[config.mk]
export PLATFORM = sky130hd
export DESIGN_NAME = if_stage
export DESIGN_NICKNAME = d
export VERILOG_FILES = /design/src/rtl/if_stage.sv
export SDC_FILE = /design/constraint.sdc
export NUM_CORES = 1
export LEC_CHECK = 0
export CORE_MARGIN = 2
export CORE_UTILIZATION = 50
export CTS_CLUSTER_SIZE = 16
export DETAILED_ROUTE_END_ITERATION = 7
export GPL_ROUTABILITY_DRIVEN = 0
export PLACE_DENSITY = 0.89
export SKIP_CTS_REPAIR_TIMING = 1
export SLEW_MARGIN = 0
export SYNTH_ARGS = -nofsm -noshare
export SYNTH_HDL_FRONTEND = slang
export SYNTH_SLANG_ARGS = --single-unit
[constraint.sdc]
create_clock -name clk -period 2.9 [get_ports clk]
set_clock_uncertainty 0.05 [all_clocks]
set_input_delay 0.58 -clock clk [delete_from_list [all_inputs] [get_ports clk]]
set_output_delay 0.58 -clock clk [all_outputs]
set_load 0.05 [all_outputs]
[src/rtl/if_stage.sv]
// Instruction fetch: owns the PC, reads imem port A, and feeds decode
// through a 2-entry prefetch buffer with redirect and fault handling.
module if_stage #(
    parameter int          WADDR    = 10,
    parameter logic [31:0] RESET_PC = 32'h0000_0000
) (
    input  logic             clk,
    input  logic             rst_n_i,
    output logic             imem_en_o,
    output logic [WADDR-1:0] imem_addr_o,
    output logic [3:0]       imem_we_o,
    output logic [31:0]      imem_data_o,
    input  logic [31:0]      imem_data_i,
    input  logic             redirect_i,
    input  logic [31:0]      redirect_pc_i,
    output logic             instr_valid_o,
    input  logic             instr_ready_i,
    output logic [31:0]      instr_o,
    output logic [31:0]      instr_pc_o,
    output logic             fault_o
);

    typedef enum logic [1:0] {
        IDLE,
        RUN,
        FAULT
    } state_t;

    typedef struct packed {
        logic [31:0] pc;
        logic [31:0] instr;
    } entry_t;

    localparam logic [31:0] LAST_PC = 32'((64'd1 << WADDR) - 64'd4);

    state_t      state_q;
    logic [31:0] pc_q;
    logic [1:0]  count_q;
    entry_t      buf0_q;
    entry_t      buf1_q;

    logic   pop;
    logic   push;
    logic   redir_ok;
    entry_t new_e;

    assign instr_valid_o = (count_q != 2'd0) && !redirect_i;
    assign pop           = instr_valid_o && instr_ready_i;
    assign push          = (state_q == RUN) && !redirect_i
                         && ((count_q != 2'd2) || pop);

    // Targets must be word aligned and inside the memory window.
    assign redir_ok = (redirect_pc_i[1:0] == 2'b00)
                   && (redirect_pc_i[31:WADDR] == '0);

    assign new_e = '{pc: pc_q, instr: imem_data_i};

    assign imem_en_o   = push;
    assign imem_addr_o = pc_q[WADDR-1:0];
    assign imem_we_o   = 4'b0000;
    assign imem_data_o = 32'h0;
    assign instr_o     = buf0_q.instr;
    assign instr_pc_o  = buf0_q.pc;
    assign fault_o     = (state_q == FAULT);

    always_ff @(posedge clk or negedge rst_n_i) begin
        if (!rst_n_i) begin
            state_q <= IDLE;
            pc_q    <= RESET_PC;
            count_q <= 2'd0;
            buf0_q  <= '0;
            buf1_q  <= '0;
        end else if (redirect_i) begin
            count_q <= 2'd0;
            pc_q    <= redirect_pc_i;
            state_q <= redir_ok ? RUN : FAULT;
        end else begin
            if (state_q == IDLE)
                state_q <= RUN;
            if (push) begin
                pc_q <= pc_q + 32'd4;
                if (pc_q == LAST_PC)
                    state_q <= FAULT;
            end
            unique case ({push, pop})
                2'b11: begin
                    if (count_q == 2'd2) begin
                        buf0_q <= buf1_q;
                        buf1_q <= new_e;
                    end else begin
                        buf0_q <= new_e;
                    end
                end
                2'b10: begin
                    if (count_q == 2'd0)
                        buf0_q <= new_e;
                    else
                        buf1_q <= new_e;
                    count_q <= count_q + 2'd1;
                end
                2'b01: begin
                    buf0_q  <= buf1_q;
                    count_q <= count_q - 2'd1;
                end
                default: ;
            endcase
        end
    end

endmodule

; ---- Yosys cells after proc, flatten, opt, wreduce, memory -nomap -nowiden
; Index checks and enable logic that the tools add are counted.
[classes]
addsub = 3
n_reduce_logical = 18
eq_ne = 11
n_mux = 15
n_bitwise = 1
[ops]
columns = cell, count
row1 = 64-bit two-way mux, 4
row2 = 64-bit case mux with 3 select lines, 1
row3 = 64-bit case mux with 2 select lines, 1
row4 = 32-bit two-way mux, 2
row5 = "32-bit by 3-bit adder with 32-bit output, second input constant", 1
row6 = "32-bit by 10-bit == test with 1-bit output, second input constant", 1
row7 = 22-bit logical NOT, 1
row8 = 2-bit two-way mux, 6
row9 = "2-bit == test, second input constant", 4
row10 = "2-bit inequality test, second input constant", 4
row11 = 2-bit logical NOT, 3
row12 = 2-bit nonzero test, 3
row13 = 3-bit nonzero test, 2
row14 = 1-bit logical AND, 5
row15 = "2-bit by 1-bit == test with 1-bit output, second input constant", 2
row16 = 2-bit case mux with 2 select lines, 1
row17 = 4-bit AND reduction, 1
row18 = 3-bit AND reduction, 1
row19 = "2-bit by 1-bit adder with 2-bit output, second input constant", 1
row20 = "2-bit by 1-bit subtractor with 2-bit output, second input constant", 1
row21 = 1-bit logical NOT, 1
row22 = 1-bit logical OR, 1
row23 = 1-bit inverter, 1
[totals]
wordCells = 55
out_inout_bits = 113
regBits = 164
input_bits = 68

; ---- Longest topological paths before layout
[depth]
word_depth = 8
mapped_depth = 12

; ---- Least setup slack after synthesis
; Ideal clock, no wire load.
[synth_path]
path_kind = input to register
startpoint = in redirect_i
endpoint = reg buf1_q[10] in the netlist's numbering
path_buffers = 2
path_stages = 8
arrival_time_ns = 2.945
path_slack_ns = -0.220
t_required_ns = 2.725
cell_sequence = clkbuf_1 > nor2_1 > and2_1 > ha_1 > mux2i_1 > nor3_2 > buf_2 > mux2_2
[synth_via]
elab_chain_cells = 8
word_cells_on_any_way = 14
[synth_rtl]
columns = item, line_no
row1 = from (decl), 14  ; input logic redirect_i,
row2 = 1-bit logical NOT *, 47  ; assign instr_valid_o = (count_q != 2'd0) && !redirect_i;
row3 = 1-bit logical AND *, 47
row4 = via instr_valid_o, 16  ; output logic instr_valid_o,
row5 = 1-bit logical AND *, 48  ; assign pop = instr_valid_o && instr_ready_i;
row6 = 1-bit logical OR, 50  ; && ((count_q != 2'd2) || pop);
row7 = 1-bit logical AND, 50
row8 = 2-bit == test, 85  ; unique case ({push, pop})
row9 = 2-bit inequality test (no line) / 2-bit nonzero test (equally long branches), --
row10 = 4-bit AND reduction (no line), --
row11 = to (signal assigned), 89  ; buf1_q <= new_e;
row12 = to (signal assigned), 98  ; buf1_q <= new_e;
row13 = to (decl), 40  ; entry_t buf1_q;
; Mark *: on every way through the listed nets, which the timed path passes. The rest lies on a longest branch.
; A chain may end at the register's enable or synchronous reset.

; ---- Worst setup path after layout
[layout_path]
startpoint = reg count_q[0]
endpoint = reg buf1_q[23] in the netlist's numbering
[layout_via]
elab_chain_cells = 8
word_cells_on_any_way = 15
[layout_rtl]
columns = item, line_no
row1 = from (decl), 38  ; logic [1:0] count_q;
row2 = from (signal assigned), 99  ; count_q <= count_q + 2'd1;
row3 = from (signal assigned), 103  ; count_q <= count_q - 2'd1;
row4 = 2-bit nonzero test, 47
row5 = 1-bit logical AND, 47
row6 = 1-bit logical AND, 48
row7 = 1-bit logical OR, 50
row8 = 1-bit logical AND, 50
row9 = 2-bit == test, 85
row10 = 2-bit inequality test (no line) / 2-bit nonzero test (equally long branches), --
row11 = 4-bit AND reduction (no line), --
; Parallel ways exist; a longest one is shown, timed or not.

==> impl_metrics.py <==
metrics = {
    "pwr": {
        "p_comb_share_pct": 21.6,
        "switching_share_pct": 32.22,
        "power_uw": 6396,
        "switching_power_uw": 2061,
        "seqPwrFrac_pct": 41.9,
        "internal_power_uw": 4336,
        "peakVddDrop_mv": 0.4278,
        "powerDensity_mw_per_mm2": 574.5,
        "p_leak_uw": 0.005219,
        "clkPwrFrac_pct": 36.5,
    },
    "sta": {
        "worst_pin_slew_ps": 1251,
        "maxSlewViolCount": 0,
        "finalSetupTns_ps": 0,
        "hold_ws_ps": 113.6,
        "relSlewSlack_pct": 16.32,
        "final_hold_viol_count": 0,
        "post-route-min-period_ps": 2615,
        "grt_setup_unrepaired": "no",
        "max_freq_mhz": 382.4,
        "setup_viol": 0,
        "fin_crit_sh_pct": 90.18,
    },
    "final_layout": {
        "multi_input_area_sq_mm": 0.004365,
        "fin_nets": 1074,
        "utilization_pct": 62.41,
        "fill_cells": 1391,
        "drive_gt1_share_pct": 13.61,
        "diodes": 0,
        "areaGrowthSynthToFinish_pct": 23.29,
        "regArea_sq_mm": 0.004104,
        "layout.cells.non_filler": 1243,
    },
    "clocking": {
        "cts_tree": "built",
        "clock_latency_ps": 430,
        "numCtsBuffers": 17,
        "cts_htree_levels": 4,
        "clkSlewWorstSetupHoldPaths_ps": 60,
        "cts.path.max_buffers": 2,
        "cts_sinks": 164,
        "cts_root_buffer": "clkbuf_16",
    },
    "floorplan": {
        "num_rows": 49,
        "fp.dieW_um": 138.4,
        "ios": 181,
        "initial_core_util_pct": 50.62,
        "core_sq_mm": 0.01784,
        "die_area_sq_mm": 0.01915,
        "die_h_um": 138.4,
    },
    "drt": {
        "wl_per_cell_um": 19.24,
        "num_vias": 7928,
        "drc_errors": 0,
        "postRouteAntennaNets": 0,
        "drt_iter0_drc": 826,
        "drt_wl_total_mm": 23.92,
        "drt-pass1-iter-count": 8,
        "viasPerCell": 6.378,
    },
    "placement": {
        "dp.cells": 1211,
        "hpwl_mm": 15.32,
        "portBuffers": 144,
    },
    "global_routing": {
        "grt_pass1_vias": 7737,
        "overflow": 0,
        "antenna_found_initial": 0,
        "grt_max_degree": 86,
        "grt_usage_pct": 24.93,
        "grt_pass1_wl_mm": 39.34,
    },
    "logic_synthesis": {
        "ys_seq_area_share_pct": 45.44,
        "synth-edff-count": 0,
        "yosys.area.top_type": "dfrtp_1",
        "synthArstFlopShare_pct": 100.0,
        "synth_area_leaders": "dfrtp_1 45%, mux2_2 7.1%, nand2_1 6.9%",
        "netlist_instances": 913,
        "ys_ff_latch": 164,
        "synth_cell_types": 57,
        "yosys.area.top_type_share_pct": 45.44,
        "syn_area_sq_mm": 0.009031,
        "ys_warn_count": 0,
        "synth_flop_cell": "dfrtp_1",
        "synthesis.area_per_instance_sq_um": 9.892,
    },
    "worst_setup_path": {
        "cp_cell_sequence": "nor2_1, nor2_2, and2_1, inv_1, ha_2, mux2i_1, nor3_4, buf_4, mux2_2",
        "critPathKind": "reg2reg",
        "cp.required_ps": 3160,
        "worst_path_max_delay_cell": "dfrtp_1",
        "cpPeakStageDelay_ps": 470,
        "cp-start-kind": "flip-flop",
        "end_kind": "flip-flop",
        "path_max_fanout": 23,
        "critical_path_arrival_ps": 2880,
    },
    "worst_hold_path": {
        "hold_class": "in2async",
    },
    "job": {
        "drv_cap": 0,
    },
    "status": {
        "status": "finished, final reports clean",
    },
}
[metrics by stage]
| stage | instance area (sq um) | worst slack (ps) |
|---|---|---|
| finish | 11130 | 284.7 |
| global route | 11130 | 101.9 |
| CTS | 11130 | 272.5 |
| detailed placement | 10520 | 59.28 |
| global placement | 10520 | 132.3 |
| floorplan | 9165 | 26.05 |
[critical path, delay by kind of cell (launching register included)]
family / cells / cell delay (ps)
buffers and inverters: 2 / 450
flip-flops: 1 / 470
AND/OR/NAND/NOR: 4 / 780
adder cells (fa/ha/maj): 1 / 230
multiplexers: 2 / 510
[cell usage in the layout, fill, tap and decap left out, types with 3 or more instances in the layout]
master           Yosys  layout
a21o_1              66      66
a21oi_1              9       9
a221oi_1            63      63
a311oi_1            63      63
a31oi_1              4       4
and2_1               3       3
and3_1               3       3
buf_12               0       9
buf_4               46      19
clkbuf_16            0      17
clkbuf_8             0       5
clkdlybuf4s50_1      0     140
clkinvlp_4           0       4
conb_1               1      36
dfrtp_1            164     164
ha_1                 5       3
inv_1                4       4
mux2_1               9       9
mux2_2              57      57
nand2_1            167     166
nand3_1             17      17
nand4_1             12      12
nor2_1              18      17
nor2b_1              8       7
nor4_1              11      11
o211ai_1             8       8
o21ai_0             29      29
o311ai_0             6       6
o311ai_1             3       3
or3_1                5       5
[area by class of cell]
| type | count | area share (%) |
|---|---|---|
| Multi-Input combinational cell | 642 | 39.21 |
| Sequential cell | 164 | 36.86 |
| Timing Repair Buffer | 170 | 15.63 |
| Clock buffer | 22 | 4.439 |
| Tap cell | 229 | 2.573 |
| Clock inverter | 10 | 1.090 |
| Inverter | 6 | 0.2023 |
[power groups by stage]
stage / logic, uW / registers [uW] / clock network [uW]
floorplan: 472 / 3110 / 0
global placement: 1360 / 2710 / 0
detailed placement: 1380 / 2720 / 0
CTS: 1390 / 2680 / 2370
global route: 1440 / 2710 / 2460
finish: 1380 / 2680 / 2340
[layer usage]
layer / track usage, % / routed length, um / share of wire (%)
met5: 0 / 0 / 0
met4: 10.53 / 741 / 3.1
met3: 5.888 / 1929 / 8.1
met2: 40.07 / 11480 / 48
met1: 32.57 / 9768 / 41
[state kept, by name, summed over array words and instances, names as in the netlist]
register and cells:
instr_o 32, pc_q 32, state_q 2, count_q 2, buf1_q 64, instr_pc_o 32
[logic make-up (layout without fill, tap and decap cells)]
| kind of cell | after synthesis | count (layout) | synth area share [%] |
|---|---|---|---|
| other | 1 | 36 | 0.04152 |
| buffers and inverters | 142 | 208 | 8.132 |
| adders and majority gates | 5 | 5 | 0.6927 |
| DFF | 164 | 164 | 45.44 |
| AOI/OAI and AO/OA | 262 | 262 | 22.68 |
| muxes | 68 | 68 | 8.451 |
| xor gates and xnor gates | 4 | 4 | 0.3880 |
| and+or+nand+nor | 267 | 267 | 14.17 |
[cells in the mapped netlist (3+ instances only)]
library cell,number
a31oi_1,4
mux2_1,9
nand4_1,12
nor4_1,11
and3_1,3
or3_1,5
a21oi_1,9
and2_1,3
clkbuf_1,50
dfrtp_1,164
o211ai_1,8
nor2_1,18
nand2_1,167
inv_1,4
o311ai_1,3
nand3_1,17
ha_1,5
a221oi_1,63
buf_4,46
buf_1,17
buf_2,22
a311oi_1,63
a21o_1,66
o311ai_0,6
mux2_2,57
nor2b_1,8
o21ai_0,29
[path summary, 6_finish.rpt]
path / start / slack (ps) / cells past startpoint / end
max in group asynchronous: rst_n_i / 1970 / 2 / buf1_q[29]$_DFFE_PN0P_
worst max-delay path: count_q[0]$_DFFE_PN0P_ / 280 / 9 / buf1_q[23]$_DFFE_PN0P_
worst min-delay path: rst_n_i / 110 / 1 / instr_o[0]$_DFFE_PN0P_
worst min register to register: instr_pc_o[31]$_DFFE_PN0P_ / 420 / 1 / instr_pc_o[31]$_DFFE_PN0P_
worst max register to register: count_q[0]$_DFFE_PN0P_ / 280 / 9 / buf1_q[23]$_DFFE_PN0P_
min in group clk: instr_pc_o[31]$_DFFE_PN0P_ / 420 / 1 / instr_pc_o[31]$_DFFE_PN0P_
(Power assumes the default switching activity.)
